$ cat src/rtl/binary_bcd_pkg.sv
// -----------------------------------------------------------------------------
// binary_bcd_pkg
// Shared constants and types for the 5-bit binary-to-BCD converter.
//   IN_W      : width of the binary input
//   OUT_W     : width of the packed BCD result {tens[0], units[3:0]}
//   ITER      : number of shift-and-add-3 iterations (one per input bit)
//   CNT_W     : width of the iteration counter
//   SAT_VALUE : result driven when the input cannot be shown in two digits
// -----------------------------------------------------------------------------
package binary_bcd_pkg;

   localparam int IN_W  = 5;
   localparam int OUT_W = 5;
   localparam int ITER  = 5;
   localparam int CNT_W = 3;

   // Decimal 19: tens = 1, units = 9.
   localparam logic [OUT_W-1:0] SAT_VALUE = 5'b1_1001;

   typedef enum logic [0:0] {
      IDLE  = 1'b0,
      SHIFT = 1'b1
   } state_e;

endpackage : binary_bcd_pkg

$ cat src/rtl/binary_bcd_digit_adj.sv
// -----------------------------------------------------------------------------
// bcd_digit_adj
// Combinational double-dabble nibble corrector: adds 3 when the digit is 5 or
// more, so that the following left shift carries correctly into the next
// decimal digit.
//   digit_i : BCD digit before correction
//   digit_o : corrected digit
// -----------------------------------------------------------------------------
module bcd_digit_adj (
   input  logic [3:0] digit_i,
   output logic [3:0] digit_o
);

   // Add-3-if-at-least-5 correction.
   always_comb begin
      digit_o = digit_i;
      if (digit_i >= 4'd5) begin
         digit_o = digit_i + 4'd3;
      end else begin
         digit_o = digit_i;
      end
   end

endmodule : bcd_digit_adj

$ cat src/rtl/binary_bcd.sv
// -----------------------------------------------------------------------------
// binary_bcd
// Sequential 5-bit binary to two-digit BCD converter (shift-and-add-3).
// A value is taken on a valid/ready handshake, converted over five SHIFT
// cycles, and returned with a one-cycle out_valid pulse. Inputs of 20 and above
// saturate the result to 19 and raise ovf.
//   clk       : rising-edge clock
//   rst       : synchronous active-high reset
//   in_valid  : request to convert inp
//   inp       : binary value 0..31
//   ready     : high when a request can be accepted
//   out_valid : one-cycle pulse marking a new result
//   out       : {tens digit (0/1), units digit (0..9)}, held until next result
//   ovf       : input was 20 or more, held with out
// -----------------------------------------------------------------------------
module binary_bcd
   import binary_bcd_pkg::*;
(
   input  logic             clk,
   input  logic             rst,
   input  logic             in_valid,
   input  logic [IN_W-1:0]  inp,
   output logic             ready,
   output logic             out_valid,
   output logic [OUT_W-1:0] out,
   output logic             ovf
);

   state_e             state_q,     state_d;
   logic [CNT_W-1:0]   cnt_q,       cnt_d;
   logic [1:0]         tens_q,      tens_d;
   logic [3:0]         units_q,     units_d;
   logic [IN_W-1:0]    bin_q,       bin_d;
   logic               ready_q,     ready_d;
   logic               out_valid_q, out_valid_d;
   logic [OUT_W-1:0]   out_q,       out_d;
   logic               ovf_q,       ovf_d;

   logic [3:0]         units_adj_s;
   logic [3:0]         tens_adj_s;
   logic [3:0]         units_next_s;
   logic [4:0]         tens_next_s;
   logic [IN_W-1:0]    bin_next_s;
   logic               ovf_next_s;

   bcd_digit_adj u_units_adj (
      .digit_i (units_q),
      .digit_o (units_adj_s)
   );

   // Tens digit only ever holds 0..3; zero-extend it into a full nibble.
   bcd_digit_adj u_tens_adj (
      .digit_i ({2'b00, tens_q}),
      .digit_o (tens_adj_s)
   );

   // One shift of {tens, units, bin} after digit correction. tens_next_s keeps
   // all the bits that come out of the tens corrector so saturation can look at
   // the full value, even though only two bits are stored.
   always_comb begin
      units_next_s = {units_adj_s[2:0], bin_q[IN_W-1]};
      tens_next_s  = {tens_adj_s, units_adj_s[3]};
      bin_next_s   = {bin_q[IN_W-2:0], 1'b0};
      ovf_next_s   = (tens_next_s >= 5'd2);
   end

   // Next-state logic for the FSM, datapath and registered outputs.
   always_comb begin
      state_d     = state_q;
      cnt_d       = cnt_q;
      tens_d      = tens_q;
      units_d     = units_q;
      bin_d       = bin_q;
      ready_d     = ready_q;
      out_valid_d = 1'b0;
      out_d       = out_q;
      ovf_d       = ovf_q;

      case (state_q)
         IDLE: begin
            if (in_valid && ready_q) begin
               state_d = SHIFT;
               cnt_d   = CNT_W'(ITER - 1);
               bin_d   = inp;
               tens_d  = 2'b00;
               units_d = 4'b0000;
               ready_d = 1'b0;
            end else begin
               state_d = IDLE;
               ready_d = 1'b1;
            end
         end

         SHIFT: begin
            tens_d  = tens_next_s[1:0];
            units_d = units_next_s;
            bin_d   = bin_next_s;
            if (cnt_q == {CNT_W{1'b0}}) begin
               // Final shift: publish the result and reopen the handshake in
               // the same cycle the pulse is visible.
               state_d     = IDLE;
               ready_d     = 1'b1;
               out_valid_d = 1'b1;
               ovf_d       = ovf_next_s;
               if (ovf_next_s) begin
                  out_d = SAT_VALUE;
               end else begin
                  out_d = {tens_next_s[0], units_next_s};
               end
            end else begin
               cnt_d = cnt_q - {{(CNT_W-1){1'b0}}, 1'b1};
            end
         end

         default: begin
            state_d = IDLE;
            ready_d = 1'b1;
         end
      endcase
   end

   // State and output registers with synchronous reset.
   always_ff @(posedge clk) begin
      if (rst) begin
         state_q     <= IDLE;
         cnt_q       <= {CNT_W{1'b0}};
         tens_q      <= 2'b00;
         units_q     <= 4'b0000;
         bin_q       <= {IN_W{1'b0}};
         ready_q     <= 1'b1;
         out_valid_q <= 1'b0;
         out_q       <= {OUT_W{1'b0}};
         ovf_q       <= 1'b0;
      end else begin
         state_q     <= state_d;
         cnt_q       <= cnt_d;
         tens_q      <= tens_d;
         units_q     <= units_d;
         bin_q       <= bin_d;
         ready_q     <= ready_d;
         out_valid_q <= out_valid_d;
         out_q       <= out_d;
         ovf_q       <= ovf_d;
      end
   end

   assign ready     = ready_q;
   assign out_valid = out_valid_q;
   assign out       = out_q;
   assign ovf       = ovf_q;

endmodule : binary_bcd

$ cat config.mk
export PLATFORM = sky130hd
export DESIGN_NAME = binary_bcd
export DESIGN_NICKNAME = d
export VERILOG_FILES = /design/src/rtl/binary_bcd_pkg.sv /design/src/rtl/binary_bcd_digit_adj.sv /design/src/rtl/binary_bcd.sv
export SDC_FILE = /design/constraint.sdc
export NUM_CORES = 1
export LEC_CHECK = 0
export BUFFER_PORTS_ARGS = -buffer_cell sky130_fd_sc_hd__buf_2
export CORE_UTILIZATION = 45
export DETAILED_ROUTE_END_ITERATION = 8
export PLACE_DENSITY = 0.66
export RECOVER_POWER = 25
export SLEW_MARGIN = 20
export SYNTH_ARGS = -nofsm -noshare
export SYNTH_HDL_FRONTEND = slang
export SYNTH_SLANG_ARGS = --single-unit
$ cat constraint.sdc
create_clock -name clk -period 1.65 [get_ports clk]
set_input_delay 0.165 -clock clk [delete_from_list [all_inputs] [get_ports clk]]
set_output_delay 0.165 -clock clk [all_outputs]
set_load 0.01 [all_outputs]
==> results.txt <==
Yosys Warn Count: 0
leakage: 0.0004472 uW
final period utilization: 0.9315
# hold bufs at CTS: 0
setup TNS: 0 ns
TritonCTS clock tree: yes
clk_skew: 0.01346 ns
DR vias/cell: 5.231
outcome: finished, final reports clean
Mapped Cells: 113
Core Box Area: 0.002212 mm2
Worst Tran Pin Value: 0.4224 ns
total grt overflow: 0
Post-Place Setup Slack: 0.1294 ns
register area: 460.4 um2
Inserted Diodes: 0
Max clock buf depth: 2
die area: 0.002533 mm2
PortBufs: 15
sequential share of the synthesized area: 0.4381
commonest non-fill, non-tap cells in the layout: dfxtp_1, nor2_1, buf_2
average size of a mapped cell: 9.301 um2
layout cells sized above 1: 0.1953
Cell Area, Synth: 0.001051 mm2
Max Fanout on Critical Path: 4
Worst Path Arrival: 1.77 ns
I/O Pins: 16
Tightest Hold Check Type: in -> reg
largest net degree at the start of global routing: 26
Num CTS Buffers: 3
most common cell after layout, fill and taps aside: dfxtp_1
Final Slew Violations: 0
placed cell areas: 0.001146 mm2
Post-CTS Setup Bufs: 0
area grow syn2layout: 11.31%
DR iter-0 viols: 6
Remaining DRCs: 0
GRT Util Overall: 0.1671
drt wl/cell: 12.26 um
vias in the first global route: 778
die width: 50.33 um
Clock Latency Late Sink: 0.31 ns
#FFs+latches synth: 23
maxcap violations: 0
via count: 816
H-tree depth: 1
Max VDD drop: 622.1 uV
area leader, netlist: dfxtp_1
Initial Utilization: 0.4751
num rows: 17
RSZ-0062 raised after global routing: false
die height: 50.33 um
WS Path Type: reg -> reg
GPL Wtd Cong: 0.7142
# fillers: 218
final hold vios: 0
Post-DP HPWL: 1377 um
critical path startpoint category: flip-flop
final setup vio count: 0
Worst-path clk slew: 0.12 ns
Layout Nets: 141
largest cells by area after synthesis: dfxtp_1, mux2_2, nor2_1, ha_1, mux2i_1
CTS root buf: clkbuf_4
Final WS setup: 0.1131 ns
minimum clock period: 1.537 ns
Max-slew headroom: 0.7184
Detailed Routing Iterations Pass 1: 4
Unique masters post-synth: 30
CTS Sinks: 23
Final ANT Viol Nets: 0
initial antenna violation count: 0
FMAX: 650.7 MHz
top-area cell type share of the netlist area: 0.4381
first-pass GRT wire length: 3256 um
Detailed Route WL: 1913 um
crit end category: flip-flop
multi-input logic area: 553.0 um2
final instance area: 0.001170 mm2
Worst EP required: 1.89 ns
PD cells: 903.1 mW/mm2
syn nets: 125
-- synth_stat cells --
master / instances
ha_1: 4
and2_1: 1
o21ai_1: 1
o21ai_0: 3
a2bb2oi_1: 1
mux2i_1: 5
inv_1: 5
dfxtp_1: 23
buf_2: 3
nor4bb_1: 1
a21oi_1: 6
clkbuf_1: 2
nor2_1: 14
or4_4: 1
nor3b_2: 1
o22ai_1: 3
o21ai_2: 2
mux2_2: 5
nor3_1: 5
nor4_1: 1
nor3b_1: 1
or3_1: 2
nand2b_1: 4
xnor2_1: 1
o21bai_1: 1
nor2b_1: 1
nand2_1: 7
a211oi_1: 2
nand3b_4: 1
nand3b_1: 6
-- per-stage QoR --
step	total power, uW	cells	hold slack (ns)	utilization
final	1057	156	0.1468	0.5288
after global routing	1117	156	0.1834	0.5288
after CTS	1063	156	0.1463	0.5305
after detailed placement	812.8	152	0.4480	0.5181
after global placement	806.5	152	0.4394	0.5181
after floorplan	762.5	113	0.2788	-
-- cell type report --
class	instances	area share
tap	28	0.02995
clock buffer	3	0.01925
sequential	23	0.3936
inverter	5	0.01604
timing repair buffer	16	0.06417
multi-input combinational	80	0.4727
clock inverter	1	0.004278
-- power breakdown --
group	internal, uW	switching (uW)
combinational	83.9	101
sequential	589	21.2
clock	90.4	170
total	764	293
-- logic make-up after synthesis --
| kind of cell | synth area share |
|---|---|
| simple gates | 0.2536 |
| flops | 0.4381 |
| compound gates | 0.1119 |
| buf+inv | 0.03929 |
| mux | 0.1012 |
| fa+ha+maj | 0.04762 |
| xor+xnor | 0.008335 |
-- worst paths after layout --
check	start	to	slack, ns	cells past startpoint
max	units_q[1]$_SDFFE_PP0P_	units_q[2]$_SDFFE_PP0P_	0.11	6
min reg2reg	cnt_q[0]$_SDFFE_PP0P_	cnt_q[0]$_SDFFE_PP0P_	0.47	2
max reg2reg	units_q[1]$_SDFFE_PP0P_	units_q[2]$_SDFFE_PP0P_	0.11	6
min	inp[0]	bin_q[0]$_SDFFE_PP0P_	0.15	3
-- what timing repair did --
| item | 4_1_cts | 5_1_grt |
|---|---|---|
| setup endpoints to repair | 0 | 1 |
| gates resized for setup | 0 | 1 |
| hold endpoints to repair | 0 | 0 |
-- sequential cells by signal, indices dropped and copies added, names as in the netlist --
name	count
bin_q	5
out	5
units_q	4
cnt_q	3
tens_q	2
out_valid	1
ovf	1
ready	1
state_q	1
-- critical path: stages (launching register included) --
cell and delay, ns:
dfxtp_1 0.35, inv_1 0.07, ha_1 0.17, nand2b_1 0.17
a21oi_2 0.21, mux2_2 0.38, o22ai_1 0.12
-- routing by layer --
metal / GRT usage / routed length, um / up-vias
met1: 0.2057 / 893 / 375
li1: - / - / 424
met4: 0.06944 / 12 / 0
met3: 0.02727 / 61 / 2
met5: 0 / 0 / -
met2: 0.2867 / 945 / 15
Power figures use the tool's default switching activity.
